**config.mk**
```make
export PLATFORM = sky130hd
export DESIGN_NAME = bitty_core_param
export DESIGN_NICKNAME = d
export VERILOG_FILES = /design/src/rtl/bitty_core_param.sv
export SDC_FILE = /design/constraint.sdc
export NUM_CORES = 1
export LEC_CHECK = 0
export CAP_MARGIN = 15
export CORE_ASPECT_RATIO = 0.5
export CORE_MARGIN = 1.5
export CORE_UTILIZATION = 65
export DETAILED_ROUTE_END_ITERATION = 10
export PLACE_DENSITY = 0.84
export SYNTH_ARGS = -nofsm -noshare
export SYNTH_HDL_FRONTEND = slang
export SYNTH_SLANG_ARGS = --single-unit
```
**constraint.sdc**
```tcl
create_clock -name clk -period 9.01 [get_ports clk]
set_clock_uncertainty 0.2 [all_clocks]
set_input_delay 1.802 -clock clk [delete_from_list [all_inputs] [get_ports clk]]
set_output_delay 1.802 -clock clk [all_outputs]
set_load 0.005 [all_outputs]
```
**src/rtl/bitty_core_param.sv**
```systemverilog
// Parametrised multi-cycle Bitty core: register file, S/C staging registers, ALU and
// a four-state control FSM behind a valid/ready instruction handshake.
module bitty_core_param #(
  parameter int DATA_W   = 16,
  parameter int NUM_REGS = 8,
  localparam int REG_AW  = $clog2(NUM_REGS),
  localparam int INST_W  = 2*REG_AW + 10
) (
  input  logic              clk,
  input  logic              reset,
  input  logic              inst_valid,
  output logic              inst_ready,
  input  logic [INST_W-1:0] instruction,
  output logic              done,
  output logic              err,
  input  logic [REG_AW-1:0] dbg_addr,
  output logic [DATA_W-1:0] dbg_data
);

  localparam int SH_W  = $clog2(DATA_W);
  localparam int IMM_W = REG_AW + 5;

  localparam logic [2:0] OP_ADD = 3'd0;
  localparam logic [2:0] OP_SUB = 3'd1;
  localparam logic [2:0] OP_AND = 3'd2;
  localparam logic [2:0] OP_OR  = 3'd3;
  localparam logic [2:0] OP_XOR = 3'd4;
  localparam logic [2:0] OP_SHL = 3'd5;
  localparam logic [2:0] OP_SHR = 3'd6;
  localparam logic [2:0] OP_CMP = 3'd7;

  typedef enum logic [1:0] {
    IDLE   = 2'd0,
    LOAD_S = 2'd1,
    EXEC   = 2'd2,
    WB     = 2'd3
  } state_t;

  state_t state;
  state_t state_next;

  logic [DATA_W-1:0] regs [NUM_REGS];
  logic [DATA_W-1:0] s_q;
  logic [DATA_W-1:0] c_q;
  logic [INST_W-1:0] inst_q;
  logic              done_q;
  logic              err_q;

  logic [REG_AW-1:0] rx;
  logic [REG_AW-1:0] ry;
  logic [IMM_W-1:0]  imm;
  logic [2:0]        op;
  logic [1:0]        fmt;
  logic              illegal;
  logic [DATA_W-1:0] b_val;
  logic [DATA_W-1:0] alu_y;

  logic accept;
  logic load_s;
  logic exec_en;
  logic wb_en;

  assign rx      = inst_q[INST_W-1 -: REG_AW];
  assign ry      = inst_q[INST_W-1-REG_AW -: REG_AW];
  assign imm     = inst_q[INST_W-1-REG_AW:5];
  assign op      = inst_q[4:2];
  assign fmt     = inst_q[1:0];
  assign illegal = fmt[1];

  // Immediate is zero-extended; illegal formats still compute but never write back.
  assign b_val = (fmt == 2'b01) ? DATA_W'(imm) : regs[ry];

  always_comb begin
    alu_y = '0;
    case (op)
      OP_ADD: alu_y = s_q + b_val;
      OP_SUB: alu_y = s_q - b_val;
      OP_AND: alu_y = s_q & b_val;
      OP_OR:  alu_y = s_q | b_val;
      OP_XOR: alu_y = s_q ^ b_val;
      OP_SHL: alu_y = s_q << b_val[SH_W-1:0];
      OP_SHR: alu_y = s_q >> b_val[SH_W-1:0];
      OP_CMP: begin
        if (s_q == b_val)     alu_y = '0;
        else if (s_q > b_val) alu_y = DATA_W'(1);
        else                  alu_y = DATA_W'(2);
      end
      default: alu_y = '0;
    endcase
  end

  // Handshake: an instruction transfers on a rising edge where inst_valid && inst_ready.
  // inst_ready is high only in IDLE with reset low; instruction is don't-care otherwise.
  always_comb begin
    state_next = state;
    inst_ready = 1'b0;
    accept     = 1'b0;
    load_s     = 1'b0;
    exec_en    = 1'b0;
    wb_en      = 1'b0;
    case (state)
      IDLE: begin
        inst_ready = !reset;
        if (inst_valid && !reset) begin
          accept     = 1'b1;
          state_next = LOAD_S;
        end
      end
      LOAD_S: begin
        load_s     = 1'b1;
        state_next = EXEC;
      end
      EXEC: begin
        exec_en    = 1'b1;
        state_next = WB;
      end
      WB: begin
        wb_en      = 1'b1;
        state_next = IDLE;
      end
      default: state_next = IDLE;
    endcase
  end

  always_ff @(posedge clk) begin
    if (reset) state <= IDLE;
    else       state <= state_next;
  end

  // Reset clears everything, so an aborted instruction never reaches writeback.
  always_ff @(posedge clk) begin
    if (reset) begin
      for (int i = 0; i < NUM_REGS; i++) regs[i] <= '0;
      s_q    <= '0;
      c_q    <= '0;
      inst_q <= '0;
      done_q <= 1'b0;
      err_q  <= 1'b0;
    end else begin
      done_q <= 1'b0;
      err_q  <= 1'b0;
      if (accept)  inst_q <= instruction;
      if (load_s)  s_q    <= regs[rx];
      if (exec_en) c_q    <= alu_y;
      if (wb_en) begin
        if (!illegal) regs[rx] <= c_q;
        done_q <= 1'b1;
        err_q  <= illegal;
      end
    end
  end

  assign done     = done_q;
  assign err      = err_q;
  assign dbg_data = regs[dbg_addr];

endmodule

```
### Word level (Yosys, flattened, before mapping)

Memories as Yosys holds them, arrays and structs flattened. A register that Yosys moved wholly into a read port is not among the register bits.
Cells that the tools add are included.

| word-level totals | value |
|---|---|
| memories kept | 1 |
| memory bits (writable) | 128 |
| flip-flop bits (word level) | 36 |
| output and inout port bits | 19 |
| input port bits | 22 |

Memories:

| memory | words | width | rd ports | clocked after memory_dff | write ports | RTL line | text |
|---|---|---|---|---|---|---|---|
| regs | 8 | 16 | 3 | 2 | 8 | 42 | `logic [DATA_W-1:0] regs [NUM_REGS];` |

| operators by class | value |
|---|---|
| magnitude comparators | 1 |
| shift-type cells | 2 |
| equal/unequal tests | 13 |
| bitwise operators | 4 |
| add/sub/neg operators | 2 |
| reduce and logical (&&, ||, !) cells | 6 |
| mux-type cells | 24 |

Operators with widths:

| cell | count |
|---|---|
| case mux 16 bit (8 select lines) | 1 |
| two-way mux 16 bit | 2 |
| adder 16 bit | 1 |
| bitwise AND 16 bit | 1 |
| equality test 16 bit | 1 |
| > comparator 16 bit | 1 |
| bitwise OR 16 bit | 1 |
| OR reduction 16 bit | 1 |
| left shift 16 x 4 -> 16 bit | 1 |
| >> shifter 16 x 4 -> 16 bit | 1 |
| subtractor 16 bit | 1 |
| bitwise XOR 16 bit | 1 |
| two-way mux 1 bit | 14 |
| equality test 3 bit, second input constant | 4 |
| two-way mux 3 bit | 3 |
| case mux 2 bit (4 select lines) | 1 |
| equality test 3 x 2 -> 1 bit, second input constant | 2 |
| two-way mux 2 bit | 3 |
| equality test 2 x 1 -> 1 bit, second input constant | 2 |
| equality test 2 bit, second input constant | 2 |
| equality test 3 x 1 -> 1 bit, second input constant | 1 |
| logical NOT 3 bit | 1 |
| logical NOT 2 bit | 1 |
| != test 2 bit, second input constant | 1 |
| 4 further kinds | 4 |

### Logic depth before layout (Yosys ltp)

Gate-level depths: netlist (run 1).

| depth | value |
|---|---|
| depth after elaboration | 7 |
| mapped depth | 20 |
| mapped depth without buffers | 15 |

### Worst setup path before layout (run 1)

No wires, ideal clock.

| timing | value |
|---|---|
| kind | input -> output |
| from | input dbg_addr[0] |
| to | output dbg_data[0] |
| data required time | 7.008 ns |
| stages | 4 |
| setup slack | 3.620 ns |
| arrival time | 3.388 ns |
| path through | clkbuf_1 buf_1 mux4_2 mux2_2 |

| between the ends | value |
|---|---|
| cells in the longest elaborated chain, start to end | 1 |

Ends and longest elaborated chain:

| element | RTL line | text |
|---|---|---|
| from (decl) | 16 | `input logic [REG_AW-1:0] dbg_addr,` |
| memory read (8 x 16 bit) | - |  |
| to (decl) | 17 | `output logic [DATA_W-1:0] dbg_data` |

No other way between the ends.

### Final worst setup path (run 1)

| timing | value |
|---|---|
| from | input dbg_addr[2] |
| to | output dbg_data[2] |

Same word-level chain as after synthesis.

==> impl_metrics.sql, run 1 <==
INSERT INTO impl_metrics (metric_group, metric, value, unit) VALUES
('clock_tree', 'cts_max_level', '4', ''),
('grt', 'largest_net_degree_at_the_start_of_global_routing', '62', ''),
('outcome', 'run_status', 'complete, no violations', ''),
('grt', 'global_route.usage.total', '39.4', '%'),
('synthesis', 'syn-instance-count', '1191', ''),
('final_layout', 'multi_input_area', '0.00767', 'mm2'),
('final_layout', 'nNetsFinal', '1262', ''),
('power_and_ir_drop', 'power.ir.vdd_worst', '0.000202', 'V'),
('routing', 'drt_iter0_drc', '1630', ''),
('setup_path', 'family_of_cells_with_the_greatest_summed_delay_on_the_critical_path', 'buffers and inverters', ''),
('setup_path', 'crit_chain', 'clkdlybuf4s50_1 > mux2_2 > clkdlybuf4s50_1', ''),
('sta', 'final.setup.tns', '0', 'ns'),
('routing', 'wl_per_cell', '28.3', 'um'),
('synthesis', 'synth.area.top_cells', 'sky130_fd_sc_hd__edfxtp_1 (29%), sky130_fd_sc_hd__mux4_2 (16%), sky130_fd_sc_hd__dfxtp_1 (8.4%), sky130_fd_sc_hd__and2_1 (6.4%), sky130_fd_sc_hd__mux2i_1 (6.3%)', ''),
('final_layout', 'register_area', '0.00495', 'mm2'),
('synthesis', 'synth_seq_area_share', '37.5', '%'),
('routing', 'drt-vias-per-instance', '7.25', ''),
('clock_tree', 'cts_post_setup_buffers_inserted', '0', ''),
('clock_tree', 'cts_tree', 'yes', ''),
('synthesis', 'synth.distinct_cells', '71', ''),
('routing', 'postRouteWirelength', '41500', 'um'),
('final_layout', 'fraction_of_layout_instances_using_a_drive_strength_above_1', '16.8', '%'),
('synthesis', 'ys.warnings.count', '0', ''),
('clock_tree', 'insertion_delay', '0.45', 'ns'),
('routing', 'drc_errors', '0', ''),
('sta', 'setup_viol_count_final', '0', ''),
('routing', 'vias', '10600', ''),
('routing', 'drtPass1Iterations', '7', ''),
('floorplanning', 'core', '0.0197', 'mm2'),
('setup_path', 'critical_path.slowest_cell', 'sky130_fd_sc_hd__clkdlybuf4s50_1', ''),
('run', 'maxCapViolCount', '0', ''),
('grt', 'grt_pass1_wl', '62000', 'um'),
('place', 'port_buffers', '40', ''),
('clock_tree', 'tritoncts.num_buffers', '17', ''),
('setup_path', 'endpoint_kind', 'output pin', ''),
('floorplanning', 'core.rowCount', '36', ''),
('sta', 'unrepaired_setup_endpoints_after_global_routing', 'no', ''),
('synthesis', 'synth_top_cell_area_share', '29.2', '%'),
('worst_hold_path', 'worst_hold_path_class', 'flop to flop', ''),
('final_layout', 'fillerInstances', '1269', ''),
('synthesis', 'synth_area_per_cell', '11.1', 'um2'),
('synthesis', 'yosys.area.top_type', 'sky130_fd_sc_hd__edfxtp_1', ''),
('synthesis', 'syn_area', '0.0132', 'mm2'),
('synthesis', 'synth_enable_flop_cells', '128', ''),
('setup_path', 'critPathLaunchType', 'primary input', ''),
('sta', 'worst_pin_slew', '1.23', 'ns'),
('clock_tree', 'ctsHoldBuffers', '0', ''),
('final_layout', 'design_area', '0.0144', 'mm2'),
('clock_tree', 'clkSlewWorstSetupHoldPaths', '0.07', 'ns'),
('routing', 'antenna_violating_nets_post_route', '0', ''),
('clock_tree', 'cts.sink_count', '183', ''),
('synthesis', 'synth_flop_cell', 'sky130_fd_sc_hd__edfxtp_1', ''),
('floorplanning', 'initial_core_util', '67.0', '%'),
('place', 'place.gp.congestion', '0.991', ''),
('power_and_ir_drop', 'leakagePower', '5.28', 'nW'),
('final_layout', 'antenna_cells_inserted', '0', ''),
('sta', 'timing.final.crit_share', '67.0', '%'),
('synthesis', 'synth-seq-cells', '183', ''),
('place', 'place.detailed.hpwl', '26900', 'um'),
('setup_path', 'critical_path.max_stage_delay', '1.29', 'ns'),
('place', 'post_dp_cell_area', '0.0137', 'mm2'),
('setup_path', 'path_common_cell', 'sky130_fd_sc_hd__clkdlybuf4s50_1', ''),
('sta', 'drv_slew', '0', ''),
('setup_path', 'critical_path.max_fanout', '16', ''),
('grt', 'number_of_antenna_violations_at_the_first_check_in_global_routing', '0', ''),
('grt', 'grt_pass1_vias', '10100', ''),
('sta', 'fmax', '166', 'MHz'),
('sta', 'timing.slew.headroom', '17.8', '%'),
('floorplanning', 'dieHeight', '104', 'um'),
('final_layout', 'area_growth_from_synthesis_to_layout', '8.94', '%'),
('synthesis', 'syn-num-nets', '1268', '');
metrics by stage:
step                      utilization (%)  hold slack [ns]  power, W  std cells  setup slack [ns]
after floorplan                         -            0.245   0.00255       1191              3.62
after global placement               69.5            0.268   0.00306       1429              2.99
after detailed placement             69.5            0.271   0.00310       1429              2.92
after CTS                            72.6            0.287   0.00392       1461              2.91
after global routing                 72.9            0.315   0.00418       1464              3.01
final                                72.9            0.284   0.00402       1464              2.97
metal layers:
layer / GRT usage (%) / share of wire [%] / vias up / wire length, um
met4: 9.51 / 2.5 / 0 / 1030
met1: 55.8 / 38 / 5129 / 15800
met5: 0 / 0 / - / 0
li1: - / - / 4471 / -
met2: 60.0 / 44 / 891 / 18400
met3: 11.8 / 15 / 116 / 6190
cell usage in the layout (no fill, tap or decap), types with 8 or more instances in the layout:
cell type	instances
sky130_fd_sc_hd__and2_1	134
sky130_fd_sc_hd__edfxtp_1	128
sky130_fd_sc_hd__mux4_2	94
sky130_fd_sc_hd__mux2i_1	83
sky130_fd_sc_hd__nor2_1	77
sky130_fd_sc_hd__nand2_1	67
sky130_fd_sc_hd__ha_1	53
sky130_fd_sc_hd__dfxtp_1	53
sky130_fd_sc_hd__inv_1	46
sky130_fd_sc_hd__a21oi_1	40
sky130_fd_sc_hd__clkdlybuf4s50_1	38
sky130_fd_sc_hd__o21ai_0	37
sky130_fd_sc_hd__mux2_2	28
sky130_fd_sc_hd__nand2b_1	24
sky130_fd_sc_hd__a211oi_1	24
sky130_fd_sc_hd__nor3_1	20
sky130_fd_sc_hd__buf_4	19
sky130_fd_sc_hd__clkbuf_16	18
sky130_fd_sc_hd__a22oi_1	15
sky130_fd_sc_hd__xnor2_1	14
sky130_fd_sc_hd__o31ai_1	12
sky130_fd_sc_hd__nand3_1	10
sky130_fd_sc_hd__or2_2	9
sky130_fd_sc_hd__o21a_1	8
sky130_fd_sc_hd__a31oi_1	8
sky130_fd_sc_hd__a221oi_1	8
sky130_fd_sc_hd__a311oi_1	8
cell families after synthesis:
family	synth area share, %
simple gates	14.7
compound gates	12.0
xor+xnor	1.13
fa+ha+maj	5.34
flops	37.5
mux	24.9
buf+inv	4.34
path summary, 6_finish.rpt:
check                         start  slack (ns)                endpoint  cells past startpoint
max                     dbg_addr[2]        2.97             dbg_data[2]                      3
min          inst_q[5]$_SDFFE_PP0P_        0.28  inst_q[5]$_SDFFE_PP0P_                      2
max reg2reg                    flop        3.50    c_q[14]$_SDFFE_PP0P_                     16
min reg2reg  inst_q[5]$_SDFFE_PP0P_        0.28  inst_q[5]$_SDFFE_PP0P_                      2
state kept, by name (all words and copies together), names as in the netlist, named ones only:
signal  cells
s_q        16
inst_q     16
done        1
regs      128
err         1
c_q        16
state       2
where the power goes:
| part | total [W] | internal [W] | leakage (nW) | switching, W |
|---|---|---|---|---|
| registers | 0.00124 | 0.00100 | 1.77 | 0.000235 |
| clock network | 0.000816 | 0.000449 | 0.303 | 0.000367 |
| logic | 0.00197 | 0.000766 | 3.20 | 0.00120 |
| total | 0.00402 | 0.00222 | 5.28 | 0.00181 |
synth_stat cells, types with 28 or more instances:
cell	count
sky130_fd_sc_hd__mux2_2	28
sky130_fd_sc_hd__mux2i_1	83
sky130_fd_sc_hd__ha_1	53
sky130_fd_sc_hd__a21oi_1	40
sky130_fd_sc_hd__mux4_2	94
sky130_fd_sc_hd__nor2_1	77
sky130_fd_sc_hd__nand2_1	67
sky130_fd_sc_hd__inv_1	46
sky130_fd_sc_hd__clkbuf_1	56
sky130_fd_sc_hd__o21ai_0	37
sky130_fd_sc_hd__and2_1	134
sky130_fd_sc_hd__edfxtp_1	128
sky130_fd_sc_hd__dfxtp_1	55
cell type report:
| cell class | count | area share (%) |
|---|---|---|
| Multi-Input combinational cell | 871 | 53.4 |
| Clock buffer | 19 | 3.01 |
| Clock inverter | 13 | 1.32 |
| Sequential cell | 183 | 34.5 |
| Timing Repair Buffer | 62 | 4.17 |
| Tap cell | 266 | 2.32 |
| Inverter | 50 | 1.31 |
worst min-delay path: cells and delay by family, from the launching register on:
family           cells  cell delay, ns
flip-flops           1            0.31
AND/OR/NAND/NOR      1            0.06
AO/OA/AOI/OAI        1            0.06
Power figures use the tool's default switching activity.
==> inputs of run 2 (changes only) <==
- CORE_UTILIZATION: 65 -> 57
- PLACE_DENSITY: 0.84 -> 0.78
- clock period: 9.01 -> 5 ns (I/O delays scaled with it)
==> impl_metrics.sql, run 2 (same netlist as run 1, synthesis figures left out) <==
INSERT INTO impl_metrics (metric_group, metric, value, unit) VALUES
('outcome', 'run_status', 'complete, no violations', ''),
('floorplanning', 'dieHeight', '111', 'um'),
('floorplanning', 'die_x', '218', 'um'),
('setup_path', 'critical_path.slowest_cell', 'sky130_fd_sc_hd__dfxtp_1', ''),
('grt', 'global_route.usage.total', '34.7', '%'),
('sta', 'hold_slack', '0.287', 'ns'),
('routing', 'postRouteWirelength', '41100', 'um'),
('routing', 'antenna_violating_nets_post_route', '0', ''),
('power_and_ir_drop', 'switching_share_of_power', '44.2', '%'),
('power_and_ir_drop', 'comb_power_share', '48.3', '%'),
('final_layout', 'design_area', '0.0145', 'mm2'),
('grt', 'grt_pass1_wl', '62200', 'um'),
('power_and_ir_drop', 'total_switching_power', '0.00323', 'W'),
('setup_path', 'family_of_cells_with_the_greatest_summed_delay_on_the_critical_path', 'compound AO/OA/AOI/OAI gates', ''),
('sta', 'timing.final.crit_share', '94.0', '%'),
('power_and_ir_drop', 'power.density_cell_area', '503', 'mW/mm2'),
('place', 'post_dp_cell_area', '0.0139', 'mm2'),
('sta', 'timing.slew.headroom', '24.1', '%'),
('final_layout', 'antenna_cells_inserted', '0', ''),
('setup_path', 'endpoint_kind', 'flop', ''),
('routing', 'drtPass1Iterations', '5', ''),
('place', 'place.gp.congestion', '0.996', ''),
('sta', 'final-hold-violation-count', '0', ''),
('power_and_ir_drop', 'leakagePower', '5.36', 'nW'),
('routing', 'wl_per_cell', '27.0', 'um'),
('routing', 'drt_iter0_drc', '1602', ''),
('clock_tree', 'post_cts_sizing_count', '0', ''),
('floorplanning', 'die-area', '0.0241', 'mm2'),
('clock_tree', 'tritoncts.num_buffers', '17', ''),
('clock_tree', 'clock_tree.root_cell', 'sky130_fd_sc_hd__clkbuf_16', ''),
('clock_tree', 'clkSlewWorstSetupHoldPaths', '0.08', 'ns'),
('place', 'place.detailed.hpwl', '28500', 'um'),
('clock_tree', 'cts.sink_count', '183', ''),
('setup_path', 'path_common_cell', 'sky130_fd_sc_hd__o21ai_0', ''),
('place', 'port_buffers', '40', ''),
('routing', 'vias', '10500', ''),
('grt', 'overflow', '0', ''),
('grt', 'number_of_antenna_violations_at_the_first_check_in_global_routing', '1', ''),
('sta', 'setup_viol_count_final', '0', ''),
('setup_path', 'crit_chain', 'buf_4 > mux4_2 > mux2i_1 > nor2_1 > a21oi_1 > ha_1 > o21a_1 > o21ai_0 > o22ai_1 > o31ai_1 > o21ai_0 > xnor2_1 > a221oi_1 > a311oi_1', ''),
('clock_tree', 'cts_post_setup_buffers_inserted', '0', ''),
('sta', 'final.setup.tns', '0', 'ns'),
('worst_hold_path', 'worst_hold_path_class', 'flop to flop', ''),
('clock_tree', 'cts_max_level', '4', ''),
('sta', 'worst_pin_slew', '1.14', 'ns'),
('power_and_ir_drop', 'power.internal', '0.00407', 'W'),
('sta', 'unrepaired_setup_endpoints_after_global_routing', 'no', ''),
('routing', 'drc_errors', '0', ''),
('final_layout', 'mostFrequentLayoutCell', 'sky130_fd_sc_hd__and2_1', ''),
('sta', 'fmax', '213', 'MHz'),
('final_layout', 'nNetsFinal', '1278', ''),
('setup_path', 'worst-setup-path-type', 'flop to flop', ''),
('final_layout', 'largest_reg_flops', '128', ''),
('clock_tree', 'insertion_delay', '0.45', 'ns'),
('setup_path', 'reg2reg_setup_slack', '0.30', 'ns'),
('clock_tree', 'ctsHoldBuffers', '0', ''),
('power_and_ir_drop', 'share_clk_of_total_power', '20.6', '%'),
('floorplanning', 'ios', '41', ''),
('grt', 'largest_net_degree_at_the_start_of_global_routing', '61', ''),
('final_layout', 'most-common-layout-cells', 'sky130_fd_sc_hd__and2_1 (134), sky130_fd_sc_hd__edfxtp_1 (128), sky130_fd_sc_hd__mux4_2 (94)', ''),
('final_layout', 'max_flop_register', 'regs', ''),
('routing', 'drt-vias-per-instance', '6.88', ''),
('setup_path', 'worst-endpoint-arrival', '4.84', 'ns'),
('setup_path', 'critPathLaunchType', 'flop', ''),
('sta', 'drv_slew', '0', ''),
('sta', 'fin_crit', '4.70', 'ns'),
('run', 'maxCapViolCount', '0', ''),
('clock_tree', 'cts-root-to-sink-buffers', '2', ''),
('setup_path', 'critical_path.max_stage_delay', '0.69', 'ns'),
('floorplanning', 'core', '0.0227', 'mm2'),
('final_layout', 'fraction_of_layout_instances_using_a_drive_strength_above_1', '17.9', '%'),
('floorplanning', 'initial_core_util', '58.0', '%'),
('setup_path', 'cp_data_required_time', '5.15', 'ns'),
('grt', 'grt_pass1_vias', '10200', ''),
('floorplanning', 'core.rowCount', '39', ''),
('setup_path', 'critical_path.max_fanout', '10', ''),
('worst_hold_path', 'hold-path-endpoint', 'inst_q[9]$_SDFFE_PP0P_', ''),
('setup_path', 'total_buffers_and_inverters_traversed_by_the_critical_path', '1', ''),
('setup_path', 'rr_worst_depth', '14', ''),
('worst_hold_path', 'worst_hold_startpoint', 'inst_q[9]$_SDFFE_PP0P_', ''),
('power_and_ir_drop', 'power.ir.vdd_worst', '0.000285', 'V'),
('setup_path', 'critical_path.reg2reg.endpoint', 'c_q[15]$_SDFFE_PP0P_', ''),
('power_and_ir_drop', 'power.sequential.fraction', '31.0', '%'),
('final_layout', 'area_growth_from_synthesis_to_layout', '10.2', '%'),
('clock_tree', 'cts_tree', 'yes', ''),
('worst_hold_path', 'hold-path-cell-count', '2', '');
-- run 2: worst reg2reg max path, delay by kind of cell (launching register included) --
family / cells / cell delay (ns)
AO/OA/AOI/OAI: 8 / 2.10
buffers and inverters: 1 / 0.31
AND/OR/NAND/NOR: 1 / 0.07
flip-flops: 1 / 0.69
XOR/XNOR: 1 / 0.21
adder cells (fa/ha/maj): 1 / 0.40
multiplexers: 2 / 0.64
-- run 2: power groups by stage --
stage	clock (W)	sequential (W)	combinational [W]
after floorplan	0	0.00201	0.00260
after global placement	0	0.00226	0.00336
after detailed placement	0	0.00227	0.00340
after CTS	0.00150	0.00224	0.00343
after global routing	0.00156	0.00229	0.00377
final	0.00151	0.00227	0.00353
-- run 2: through the flow --
| stage | util, % | power, W | instances | setup WS (ns) |
|---|---|---|---|---|
| after floorplan | - | 0.00460 | 1191 | 0.423 |
| after global placement | 61.0 | 0.00562 | 1489 | 0.486 |
| final | 63.8 | 0.00730 | 1521 | 0.302 |
| after global routing | 63.8 | 0.00762 | 1521 | 0.0112 |
| after CTS | 63.8 | 0.00717 | 1521 | 0.402 |
| after detailed placement | 61.0 | 0.00567 | 1489 | 0.432 |
-- run 2: worst max path at each step --
stage | startpoint | endpoint | slack (ns) | depth (start not counted)
global placement | flop | c_q[14]$_SDFFE_PP0P_ | 0.49 | 13
finish | flop | c_q[15]$_SDFFE_PP0P_ | 0.30 | 14
CTS | flop | c_q[14]$_SDFFE_PP0P_ | 0.40 | 13
floorplan | flop | c_q[14]$_SDFFE_PP0P_ | 0.42 | 17
global route | flop | c_q[15]$_SDFFE_PP0P_ | 0.01 | 14
detailed placement | flop | c_q[14]$_SDFFE_PP0P_ | 0.43 | 13
-- run 2: cell type report --
type                    instances  area (um2)
fillers                      1752        8220
inverters                      50         188
flip-flops and latches        183        4950
multi-input cells             871        7670
clock buffers                  18         429
repair buffers                 78         688
clock inverters                14         213
well taps                     307         384
-- run 2: layer usage --
layer / vias to the layer above / track usage [%] / wire length, um
li1: 4494 / - / -
met1: 5191 / 49.3 / 16700
met2: 701 / 52.8 / 18600
met3: 84 / 9.12 / 4960
met4: 2 / 8.92 / 833
met5: - / 0 / 13
